--- src/rtl/axi_stream_header_arbiter.sv ---
// axi_stream_header_arbiter: round-robin grant of one header per packet onto a shared insert datapath.
// Define HDR_ARB_TIMEOUT_EN to add a watchdog that abandons a grant after TIMEOUT_CYC cycles.
module axi_stream_header_arbiter #(
    parameter int DATA_WD      = 32,
    parameter int DATA_BYTE_WD = DATA_WD / 8,
    parameter int BYTE_CNT_WD  = $clog2(DATA_BYTE_WD),
    parameter int NUM_SRC      = 4,
    parameter int SRC_ID_WD    = $clog2(NUM_SRC),
    parameter int TIMEOUT_CYC  = 1024
) (
    input  logic                            clk,
    input  logic                            rst,
    input  logic [NUM_SRC-1:0]              req_valid,
    input  logic [NUM_SRC*DATA_WD-1:0]      req_data,
    input  logic [NUM_SRC*DATA_BYTE_WD-1:0] req_keep,
    input  logic [NUM_SRC*BYTE_CNT_WD-1:0]  req_byte_cnt,
    output logic [NUM_SRC-1:0]              req_ready,
    output logic                            hdr_valid,
    output logic [DATA_WD-1:0]              hdr_data,
    output logic [DATA_BYTE_WD-1:0]         hdr_keep,
    output logic [BYTE_CNT_WD-1:0]          hdr_byte_cnt,
    input  logic                            hdr_ready,
    input  logic                            mon_valid,
    input  logic                            mon_ready,
    input  logic                            mon_last,
    output logic [SRC_ID_WD-1:0]            grant_id,
    output logic                            busy,
    output logic [15:0]                     pkt_cnt,
    output logic                            timeout
);
    typedef enum logic [1:0] {IDLE, SEND, WAIT_EOP} state_t;
    state_t state, state_nxt;
    logic [SRC_ID_WD-1:0] rr_ptr, win, nxt_ptr;
    logic any_req, grant, done, expire;
    assign any_req = |req_valid;
    assign grant = state == IDLE && any_req;
    assign done = state == WAIT_EOP && mon_valid && mon_ready && mon_last;
    assign nxt_ptr = (grant_id == SRC_ID_WD'(NUM_SRC - 1)) ? '0 : grant_id + SRC_ID_WD'(1);
    assign hdr_valid = state == SEND;
    assign busy = state != IDLE;
    assign timeout = expire;
    // Highest offset first so the lowest offset from rr_ptr ends up as the winner.
    always_comb begin
        win = '0;
        for (int k = NUM_SRC - 1; k >= 0; k--)
            if (req_valid[(int'(rr_ptr) + k) % NUM_SRC]) win = SRC_ID_WD'((int'(rr_ptr) + k) % NUM_SRC);
    end
    always_comb begin
        req_ready = '0;
        req_ready[win] = grant && !rst;
    end
`ifdef HDR_ARB_TIMEOUT_EN
    localparam int TW = $clog2(TIMEOUT_CYC + 1);
    logic [TW-1:0] to_cnt;
    always_ff @(posedge clk or posedge rst) begin
        if (rst) to_cnt <= '0;
        else to_cnt <= (state == IDLE) ? '0 : to_cnt + TW'(1);
    end
    // A completing eop in the limit cycle takes precedence over the watchdog.
    assign expire = busy && to_cnt == TW'(TIMEOUT_CYC) && !done;
`else
    assign expire = 1'b0;
`endif
    always_ff @(posedge clk or posedge rst) begin
        if (rst) state <= IDLE;
        else state <= state_nxt;
    end
    always_comb begin
        state_nxt = state;
        if (grant) state_nxt = SEND;
        if (state == SEND && hdr_ready) state_nxt = WAIT_EOP;
        if (done || expire) state_nxt = IDLE;
    end
    always_ff @(posedge clk or posedge rst) begin
        if (rst) begin
            rr_ptr <= '0;
            grant_id <= '0;
            hdr_data <= '0;
            hdr_keep <= '0;
            hdr_byte_cnt <= '0;
            pkt_cnt <= '0;
        end else begin
            if (grant) begin
                grant_id <= win;
                hdr_data <= req_data[win*DATA_WD +: DATA_WD];
                hdr_keep <= req_keep[win*DATA_BYTE_WD +: DATA_BYTE_WD];
                hdr_byte_cnt <= req_byte_cnt[win*BYTE_CNT_WD +: BYTE_CNT_WD];
            end
            if (done) pkt_cnt <= pkt_cnt + 16'd1;
            if (done || expire) rr_ptr <= nxt_ptr;
        end
    end
endmodule

--- config.mk ---
export PLATFORM = sky130hd
export DESIGN_NAME = axi_stream_header_arbiter
export DESIGN_NICKNAME = d
export VERILOG_FILES = /design/src/rtl/axi_stream_header_arbiter.sv
export SDC_FILE = /design/constraint.sdc
export NUM_CORES = 1
export LEC_CHECK = 0
export CAP_MARGIN = 10
export CELL_PAD_IN_SITES_DETAIL_PLACEMENT = 0
export CELL_PAD_IN_SITES_GLOBAL_PLACEMENT = 1
export CORE_MARGIN = 2
export CORE_UTILIZATION = 51
export CTS_BUF_LIST = sky130_fd_sc_hd__clkbuf_8
export CTS_CLUSTER_SIZE = 24
export DETAILED_ROUTE_END_ITERATION = 10
export DONT_BUFFER_PORTS = 1
export HOLD_SLACK_MARGIN = 0.12
export PLACE_DENSITY_LB_ADDON = 0.1
export SLEW_MARGIN = 15
export SYNTH_ARGS = -nofsm -noshare
export SYNTH_HDL_FRONTEND = slang
export SYNTH_SLANG_ARGS = --single-unit
--- constraint.sdc ---
create_clock -name clk -period 6.1 [get_ports clk]
set_clock_uncertainty 0.1 [all_clocks]
set_input_delay 0.61 -clock clk [delete_from_list [all_inputs] [get_ports clk]]
set_output_delay 0.61 -clock clk [all_outputs]
set_load 0.1 [all_outputs]
==> results of run 1 <==
Yosys cell counts, types with 3 or more instances:
cell	count	area (µm²)
nand4_1	3	18.8
inv_1	7	26.3
nand2_1	49	184
dfrtp_1	60	1500
o221ai_1	39	342
xnor2_1	7	61.3
nand3_1	4	20.0
buf_6	7	78.8
xor2_1	8	70.1
buf_2	6	30.0
nor3_1	6	30.0
buf_4	3	22.5
mux2i_1	77	771
nor2_1	5	18.8
clkbuf_1	8	30.0
o21ai_0	3	15.0
cell type report:
cell class | count | area [µm²]
Timing Repair Buffer | 7 | 87.6
Clock buffer | 10 | 138
Multi-Input combinational cell | 226 | 1830
Sequential cell | 60 | 1500
Tap cell | 80 | 100
Inverter | 7 | 26.3
Fill cell | 610 | 2970
Clock inverter | 6 | 25.0
flip-flops by register name (all words and copies together), names as in the netlist:
| register | cells |
|---|---|
| hdr_keep | 4 |
| state | 2 |
| hdr_byte_cnt | 2 |
| rr_ptr | 2 |
| grant_id | 2 |
| hdr_data | 32 |
| pkt_cnt | 16 |
logic make-up (layout without fill, tap and decap cells):
| kind of cell | count (synthesis) | in the layout |
|---|---|---|
| and+or+nand+nor | 80 | 80 |
| muxes | 79 | 79 |
| DFF | 60 | 60 |
| AOI/OAI and AO/OA | 49 | 49 |
| buffers and inverters | 31 | 30 |
| xor gates and xnor gates | 15 | 15 |
| adders and majority gates | 2 | 2 |
| other | 1 | 1 |
power groups by stage:
| stage | clock [mW] | combinational (mW) | sequential (mW) |
|---|---|---|---|
| floorplan | 0 | 0.561 | 1.63 |
| global placement | 0 | 0.601 | 1.69 |
| detailed placement | 0 | 0.616 | 1.69 |
| CTS | 0.306 | 0.614 | 1.69 |
| global route | 0.326 | 0.668 | 1.70 |
| finish | 0.300 | 0.602 | 1.68 |
through the flow:
step	power, mW	hold WS [ns]
after floorplan	2.19	0.405
after global placement	2.29	0.508
after detailed placement	2.31	0.525
after CTS	2.60	0.324
after global routing	2.70	0.361
final	2.58	0.297
path summary, 6_finish.rpt:
path | startpoint | endpoint | slack [ns] | depth (start not counted)
max reg2reg | rr_ptr[1] | hdr_data[27] | 3.23 | 6
min reg2reg | rr_ptr[1] | rr_ptr[1] | 0.53 | 1
max | state[0] | req_ready[0] | 2.66 | 4
min in group clk | hdr_ready | state[1] | 0.34 | 2
max in group asynchronous | rst | pkt_cnt[15] | 5.09 | 2
min | rst | pkt_cnt[6] | 0.30 | 2
worst max-delay path, stage by stage (launching register included):
cell      delay, ns
dfrtp_1        0.50
nor2_4         0.19
o41ai_4        0.23
o21bai_4       0.48
nor2_2         0.95
per-layer routing:
metal | GRT usage [%] | vias to the layer above | wire, µm
li1 | - | 1167 | -
met1 | 27.0 | 1238 | 3320
met2 | 36.9 | 135 | 4400
met3 | 5.33 | 9 | 736
met4 | 7.53 | 0 | 89
met5 | 0 | - | 0
==> reports/metrics.cfg, run 1 <==
[outcome]
status=complete, no violations

[grt]
antenna_found_initial=0
grt.overflow.total=0
grt_pass1_vias=2404
grt_pass1_wl_um=12500
grt_util_all_layers_pct=21.7
grt_max_degree=61

[placed_design]
post-place-ws_ns=2.71
hpwlAfterDp_um=6300
port_buffers=0
place_congestion=0.766
dp.cells=380
place_area_um2=3550

[cells_and_area]
final_common_cell=mux2i_1
utilization_pct=55.5
drive_above_1_share_pct=11.1
fin_nets=475
fin_cells=396
fin_area_um2=3710
syn2layout_area_growth_pct=6.70
antennaDiodeCount=0
layout_common_cells=mux2i_1 (77), dfrtp_1 (60), nand2_1 (49)

[critical_path]
endpoint_kind=output pin
start_kind=flop
worstPathArrival_ns=2.73
crit_path_max_fanout=40
worstPathRequired_ns=5.39
worstSetupPathType=flop to output pin

[route]
viasPerCell=6.44
drt-total-wl_um=8550
antenna_left=0
first_pass_iters=4
route.vias.total=2549
drcViolationCount=0
wl_per_cell_um=21.6
drt_iter0_drc=87

[clock_tree]
ctsRootBufferMaster=clkbuf_8
cts_buffers=9
post_cts_buffers=0
cts_num_sinks=60
post_cts_resized=0
holdBufCountCts=0
clock_path_buffers=2
clkSlewWorstSetupHoldPaths_ns=0.06
clk_latency_ns=0.33
tritoncts=built
h-tree-depth=3

[sta]
timing.slew.headroom_pct=24.6
setup_viol=0
fin_setup_tns_ns=0
fin_ws_ns=2.66
slew_violations=0
fmax_ghz=0.290
finalCritPeriodShare_pct=56.4
hold_viol=0
worst-slew-pin-transition_ns=1.13
fin_crit_ns=3.44
rsz0062_at_grt=false

[power_and_ir_drop]
p_per_area_nw_per_um2=697
switching_share_pct=63.5
intPower_mw=0.943
power_frac_clock_pct=11.6
seq_power_share_pct=65.1
p_switching_mw=1.64
power.leakage_nw=1.86
irDropWorstVdd_mv=0.297
p_comb_share_pct=23.3

[synth]
yosys.area_share.simple_pct=11.7
synth_mux_area_share_pct=22.8
synth_compound_area_share_pct=12.3
synth_edf_count=0
synth_fa_ha_area_share_pct=0.720
async_flop_share_pct=100
postSynthAreaPerCell_um2=11.0
syn_nets=481
ys_warn_count=0
synthCells=317
ys_seq_elements=60
ys.flop_type=dfrtp_1
synth-xor-area-share_pct=3.78
synth_top_family_by_area=multiplexers
syn_area_um2=3480
yosysSeqAreaShare_pct=43.2
yosys.cell_types.count=37

[min_path]
hold_path_class=input pin to async pin

[floorplanning]
num_io_pins=225
die_height_um=86.6
core_area_um2=6680
dieArea_um2=7490
rows=30
die_width_um=86.6
initial_core_util_pct=52.0

[flow_run]
drv_cap=0

Power figures use the tool's default switching activity.
==> inputs of run 2 (changes only) <==
--- a/config.mk
+++ b/config.mk
@@ -9,7 +9,7 @@
 export CELL_PAD_IN_SITES_DETAIL_PLACEMENT = 0
 export CELL_PAD_IN_SITES_GLOBAL_PLACEMENT = 1
 export CORE_MARGIN = 2
-export CORE_UTILIZATION = 51
+export CORE_UTILIZATION = 43
 export CTS_BUF_LIST = sky130_fd_sc_hd__clkbuf_8
 export CTS_CLUSTER_SIZE = 24
 export DETAILED_ROUTE_END_ITERATION = 10
==> constraint.sdc (replaced) <==
create_clock -name clk -period 3.05 [get_ports clk]
set_clock_uncertainty 0.1 [all_clocks]
set_input_delay 0.305 -clock clk [delete_from_list [all_inputs] [get_ports clk]]
set_output_delay 0.305 -clock clk [all_outputs]
set_load 0.1 [all_outputs]
==> reports/metrics.cfg, run 2 (synthesis gave the netlist of run 1 again) <==
[outcome]
status=complete, no violations

[clock_tree]
ctsRootBufferMaster=clkbuf_8
tritoncts=built
clkSlewWorstSetupHoldPaths_ns=0.07  ; about the same
h-tree-depth=3  ; unchanged
clock_path_buffers=2  ; unchanged
cts_num_sinks=60  ; unchanged
clk_latency_ns=0.33  ; about the same
cts_buffers=9  ; unchanged
post_cts_buffers=0  ; unchanged

[grt]
grt_util_all_layers_pct=21.4  ; -0.34 points
grt.overflow.total=0  ; unchanged
grt_pass1_vias=2838  ; +18%
grt_max_degree=61  ; unchanged
antenna_found_initial=0  ; unchanged
grt_pass1_wl_um=14500  ; +16%

[critical_path]
crit_path_max_fanout=16  ; -60%
reg2reg_slack_ns=0.10  ; -3.13 ns
worstPathRequired_ns=3.16  ; -2.23 ns
start_kind=flop
r2r-end=hdr_data[3]
rr_worst_depth=7  ; +1
timing.rr.start=rr_ptr[1]
worstPathArrival_ns=3.06  ; +0.33 ns
worstSetupPathType=flop to flop
endpoint_kind=flop

[min_path]
whs_endpoint=hdr_data[13]
hold_path_class=input pin to flop
hold_depth=2
hold_start=req_data[45]

[route]
route.vias.total=2865  ; +12%
drt_iter0_drc=44  ; -49%
drt-total-wl_um=9930  ; +16%
viasPerCell=5.75  ; -11%
wl_per_cell_um=19.9  ; -7.7%
antenna_left=0  ; unchanged
drcViolationCount=0  ; unchanged
first_pass_iters=4  ; unchanged

[sta]
finalCritPeriodShare_pct=96.7
slew_violations=0  ; unchanged
rsz0062_at_grt=false
fin_crit_ns=2.95
worst-slew-pin-transition_ns=0.940  ; -0.191 ns
setup_viol=0  ; unchanged
fin_ws_ns=0.102  ; -2.56 ns
hold_viol=0  ; unchanged
fmax_ghz=0.339
timing.slew.headroom_pct=37.4  ; +13 points

[flow_run]
drv_cap=0  ; unchanged

[cells_and_area]
largest_reg_flops=32  ; unchanged
antennaDiodeCount=0  ; unchanged
fin_nets=556  ; +17%
drive_above_1_share_pct=14.6  ; +3.6 points
regMostFlops=hdr_data
final_common_cell=mux2i_1
layout_common_cells=mux2i_1 (77), dfrtp_1 (60), dlygate4sd3_1 (58)
utilization_pct=57.8  ; +2.3 points
reg_top3=hdr_data: 32 flops, pkt_cnt: 16 flops, hdr_keep: 4 flops
n_fill_cell=683  ; +12%
syn2layout_area_growth_pct=29.2

[floorplanning]
dieArea_um2=8820  ; +18%
initial_core_util_pct=44.7  ; -7.3 points
rows=32  ; +6.7%
die_height_um=93.9  ; +8.5%
die_width_um=93.9  ; +8.5%
core_area_um2=7770  ; +16%
num_io_pins=225  ; unchanged

[power_and_ir_drop]
finalPower_mw=5.42  ; +110%
p_per_area_nw_per_um2=1210  ; +73%
power.leakage_nw=2.22  ; +19%
irDropWorstVdd_mv=0.744  ; +150%

[placed_design]
place_congestion=0.767  ; +0.16%
port_buffers=0  ; unchanged
hpwlAfterDp_um=6930  ; +10%
post-place-ws_ns=0.317  ; -2.39 ns

run 2: what timing repair did:
| action | CTS | global route |
|---|---|---|
| setup endpoints to repair | 0 | 2 |
| endpoints found under the hold margin | 88 | 3 |
| resized for setup | 0 | 2 |
| hold buffers | 53 | 5 |
run 2: metal layers:
layer	vias up	GRT usage, %	routed length [µm]
li1	1325	-	-
met1	1398	24.3	3740
met2	136	38.2	5240
met3	6	6.90	878
met4	0	6.16	72
met5	-	0	0
run 2: layout make-up:
| type | instances | area [µm²] | share of cell area, % |
|---|---|---|---|
| clock buffers | 9 | 124 | 2.76 |
| multi-input cells | 226 | 1840 | 41.0 |
| inverters | 7 | 26.3 | 0.585 |
| flip-flops and latches | 60 | 1500 | 33.4 |
| well taps | 102 | 128 | 2.84 |
| clock inverters | 6 | 26.3 | 0.585 |
| repair buffers | 88 | 842 | 18.8 |
run 2: stage by stage:
step	area [µm²]	instances	hold WS (ns)	TNS, ns
finish	4490	498	0.114	0
global route	4490	498	0.117	0
CTS	4420	492	0.120	0
detailed placement	3740	424	0.372	0
global placement	3740	424	0.362	0
floorplan	3490	317	0.359	-0.833
run 2: worst max-delay path by stage:
| stage | startpoint | endpoint | slack, ns | depth (start not counted) |
|---|---|---|---|---|
| final | rr_ptr[1] | hdr_data[3] | 0.10 | 7 |
| after CTS | rr_ptr[1] | hdr_data[3] | 0.05 | 7 |
| after global placement | req_valid[3] | hdr_data[24] | 0.36 | 4 |
| after detailed placement | req_valid[3] | hdr_data[25] | 0.32 | 4 |
| after global routing | rr_ptr[1] | hdr_data[3] | 0.006 | 7 |
| after floorplan | rst | req_ready[0] | -0.42 | 3 |
run 2: where the power goes:
| group | switching [mW] | total, mW | internal, mW |
|---|---|---|---|
| registers | 2.04 | 3.10 | 1.06 |
| clock network | 0.295 | 0.571 | 0.277 |
| logic | 1.01 | 1.75 | 0.736 |
| total | 3.35 | 5.42 | 2.07 |
run 2: critical path, cell delays in order, from the launching register on:
cell and delay, ns:
dfrtp_1 0.44, or3b_1 0.44, o221ai_4 0.12, buf_8 0.24, mux2i_1 0.22, dlygate4sd3_1 0.58, o221ai_1 0.11, dlygate4sd3_1 0.58
==> inputs of run 3 (changes only) <==
==> constraint.sdc (replaced) <==
create_clock -name clk -period 2.5 [get_ports clk]
set_clock_uncertainty 0.1 [all_clocks]
set_input_delay 0.25 -clock clk [delete_from_list [all_inputs] [get_ports clk]]
set_output_delay 0.25 -clock clk [all_outputs]
set_load 0.1 [all_outputs]
==> reports/metrics.cfg, run 3 <==
[synth]
ys_seq_elements=60  ; unchanged
synth_area_leaders=dfrtp_1 (43%), mux2i_1 (22%), o221ai_1 (9.8%), nand2_1 (5.3%), buf_6 (2.3%)
ys.flop_type=dfrtp_1
ys_warn_count=0  ; unchanged
synth_edf_count=0  ; unchanged
yosysMostFrequentCell=mux2i_1
async_flop_share_pct=100  ; unchanged
synthCells=317  ; unchanged
syn_area_um2=3480  ; unchanged
yosys.cell_types.count=37  ; unchanged
yosys-top-cells-count=mux2i_1 (77), dfrtp_1 (60), nand2_1 (49), o221ai_1 (39)
netlist.top_cell.by_area=dfrtp_1
synth_top_area_share_pct=43.2  ; unchanged
postSynthAreaPerCell_um2=11.0  ; unchanged
syn_nets=481  ; unchanged
yosysSeqAreaShare_pct=43.2  ; unchanged

[clock_tree]
h-tree-depth=3  ; unchanged
post_cts_resized=0  ; unchanged
post_cts_buffers=0  ; unchanged
clock_path_buffers=2  ; unchanged
cts_num_sinks=60  ; unchanged
cts_buffers=9  ; unchanged
holdBufCountCts=101  ; +91%
ctsRootBufferMaster=clkbuf_8

[outcome]
error=[ERROR RSZ-0060] Max buffer count reached.
stop_stage=clock tree synthesis
status=stopped before the end

[floorplanning]
initial_core_util_pct=44.7  ; unchanged
die_height_um=93.9  ; unchanged
num_io_pins=225  ; unchanged
rows=32  ; unchanged
die_width_um=93.9  ; unchanged

[placed_design]
place_congestion=0.724  ; -5.7%
hpwlAfterDp_um=6710  ; -3.1%
port_buffers=0  ; unchanged

## run 3: cell counts after synthesis
Identical to the previous run, type by type.
## run 3: logic make-up after synthesis
kind of cell	after synthesis	synth area share (%)
muxes	79	22.8
and+or+nand+nor	80	11.7
other	1	0.108
xor gates and xnor gates	15	3.78
AOI/OAI and AO/OA	49	12.3
adders and majority gates	2	0.720
buffers and inverters	31	5.40
DFF	60	43.2
## run 3: stage by stage
stage / std cells / TNS (ns) / hold WS (ns) / area (µm²) / worst slack (ns)
2_1_floorplan: 317 / -0.147 / 0.260 / 3510 / -0.0809
3_3_place_gp: 467 / 0 / 0.310 / 4120 / 0.475
3_5_place_dp: 467 / 0 / 0.322 / 4120 / 0.449
==> inputs of run 4 (changes only) <==
==> config.mk (replaced) <==
export PLATFORM = sky130hd
export DESIGN_NAME = axi_stream_header_arbiter
export DESIGN_NICKNAME = d
export VERILOG_FILES = /design/src/rtl/axi_stream_header_arbiter.sv
export SDC_FILE = /design/constraint.sdc
export NUM_CORES = 1
export LEC_CHECK = 0
export CAP_MARGIN = 10
export CORE_MARGIN = 2
export CORE_UTILIZATION = 40
export DETAILED_ROUTE_END_ITERATION = 10
export DONT_BUFFER_PORTS = 1
export PLACE_DENSITY_LB_ADDON = 0.15
export SLEW_MARGIN = 15
export SYNTH_ARGS = -nofsm -noshare
export SYNTH_HDL_FRONTEND = slang
export SYNTH_SLANG_ARGS = --single-unit
==> constraint.sdc (replaced) <==
create_clock -name clk -period 3.2 [get_ports clk]
set_clock_uncertainty 0.1 [all_clocks]
set_input_delay 0.32 -clock clk [delete_from_list [all_inputs] [get_ports clk]]
set_output_delay 0.32 -clock clk [all_outputs]
set_load 0.1 [all_outputs]
==> reports/metrics.cfg, run 4 (synthesis gave the netlist of run 1 again) <==
[sta]
timing.slew.headroom_pct=33.2
slew_violations=0
rsz0062_at_grt=false
worst-slew-pin-transition_ns=1.00
timing.hold.ws_ns=0.0176
finalCritPeriodShare_pct=84.4
fin_crit_ns=2.70
fmax_ghz=0.370
hold_viol=0
setup_viol=0

[floorplanning]
initial_core_util_pct=40.6  ; -4.1 points
num_io_pins=225  ; unchanged
dieArea_um2=9450
rows=34  ; +6.3%
die_height_um=97.2  ; +3.5%
die_width_um=97.2  ; +3.5%
core_area_um2=8550

[route]
drt-total-wl_um=8800
route.vias.total=2556
wl_met3_um=706
wl_per_cell_um=20.0
highest_layer=met4
met1Wirelength_um=3510
viasPerCell=5.80
antenna_left=0
drcViolationCount=0
drt_iter0_drc=65
first_pass_iters=4
wl_met2_um=4490

[min_path]
hold_path_class=input pin to async pin

[clock_tree]
cts_buffers=9  ; unchanged
cts_num_sinks=60  ; unchanged
post_cts_resized=0  ; unchanged
post_cts_buffers=0  ; unchanged
tritoncts=built
clkSlewWorstSetupHoldPaths_ns=0.07
holdBufCountCts=0  ; -100%
h-tree-depth=3  ; unchanged
clk_latency_ns=0.33
clock_path_buffers=2  ; unchanged
ctsRootBufferMaster=clkbuf_8

[critical_path]
endpoint_kind=output pin
worstPathRequired_ns=2.78
start_kind=flop
crit_path_max_fanout=16
reg2reg_slack_ns=0.82
worstSetupPathType=flop to output pin
rr_worst_depth=5
timing.rr.start=rr_ptr[1]
worstPathArrival_ns=2.28
r2r-end=hdr_data[0]

[power_and_ir_drop]
finalPower_mw=4.97
power.leakage_nw=1.95
irDropWorstVdd_mv=0.797
p_per_area_nw_per_um2=1280

[cells_and_area]
final_common_cell=mux2i_1
layout_common_cells=mux2i_1 (77), dfrtp_1 (60), nand2_1 (49)
reg_top3=hdr_data: 32 flops, pkt_cnt: 16 flops, hdr_keep: 4 flops
fin_cells=441
syn2layout_area_growth_pct=11.9
fin_nets=495
regMostFlops=hdr_data
drive_above_1_share_pct=16.8
antennaDiodeCount=0
largest_reg_flops=32
utilization_pct=45.5
n_fill_cell=804

[grt]
antenna_found_initial=0
grt.overflow.total=0
grt_util_all_layers_pct=18.7
grt_pass1_vias=2713
grt_max_degree=61
grt_pass1_wl_um=14100

[flow_run]
drv_cap=0

[placed_design]
port_buffers=0  ; unchanged
hpwlAfterDp_um=6540  ; -2.6%
dp.cells=428  ; -8.4%
place_congestion=0.760  ; +5.0%

[outcome]
status=complete, no violations

## run 4: how the worst max path moves through the flow
stage	from	endpoint	slack [ns]	depth (start not counted)
after floorplan	rst	req_ready[0]	-0.30	3
after global routing	rr_ptr[1]	req_ready[1]	0.34	5
after detailed placement	rr_ptr[1]	hdr_data[0]	0.81	5
final	rr_ptr[1]	req_ready[1]	0.50	5
after global placement	state[0]	req_ready[1]	0.87	6
after CTS	rr_ptr[1]	req_ready[1]	0.47	5
## run 4: final cells by class
type	count	area, µm²	share of cell area (%)
multi-input cells	226	1840	47.4
clock buffers	9	124	3.18
clock inverters	4	20.0	0.515
inverters	7	26.3	0.675
flip-flops and latches	60	1500	38.6
repair buffers	27	240	6.18
well taps	108	135	3.47
## run 4: per-stage QoR
step	instance area (µm²)	worst slack, ns	setup TNS [ns]
floorplan	3490	-0.296	-0.593
global placement	3750	0.866	0
detailed placement	3750	0.807	0
CTS	3890	0.469	0
global route	3890	0.344	0
finish	3890	0.499	0
## run 4: worst max-delay path, cell delays in order, from the launching register on
cell and delay [ns]:
dfrtp_1 0.44, a21boi_0 0.18, o221ai_4 0.67, buf_4 0.37, nor3_4 0.04, buf_4 0.24
## run 4: per-layer routing
| metal | up-vias | track usage [%] |
|---|---|---|
| li1 | 1206 | - |
| met1 | 1218 | 21.8 |
| met2 | 124 | 32.5 |
| met3 | 8 | 7.05 |
| met4 | 0 | 5.13 |
| met5 | - | 0 |
## run 4: where the power goes
| part | internal [mW] | switching (mW) |
|---|---|---|
| registers | 1.01 | 1.98 |
| clock network | 0.262 | 0.275 |
| logic | 0.561 | 0.882 |
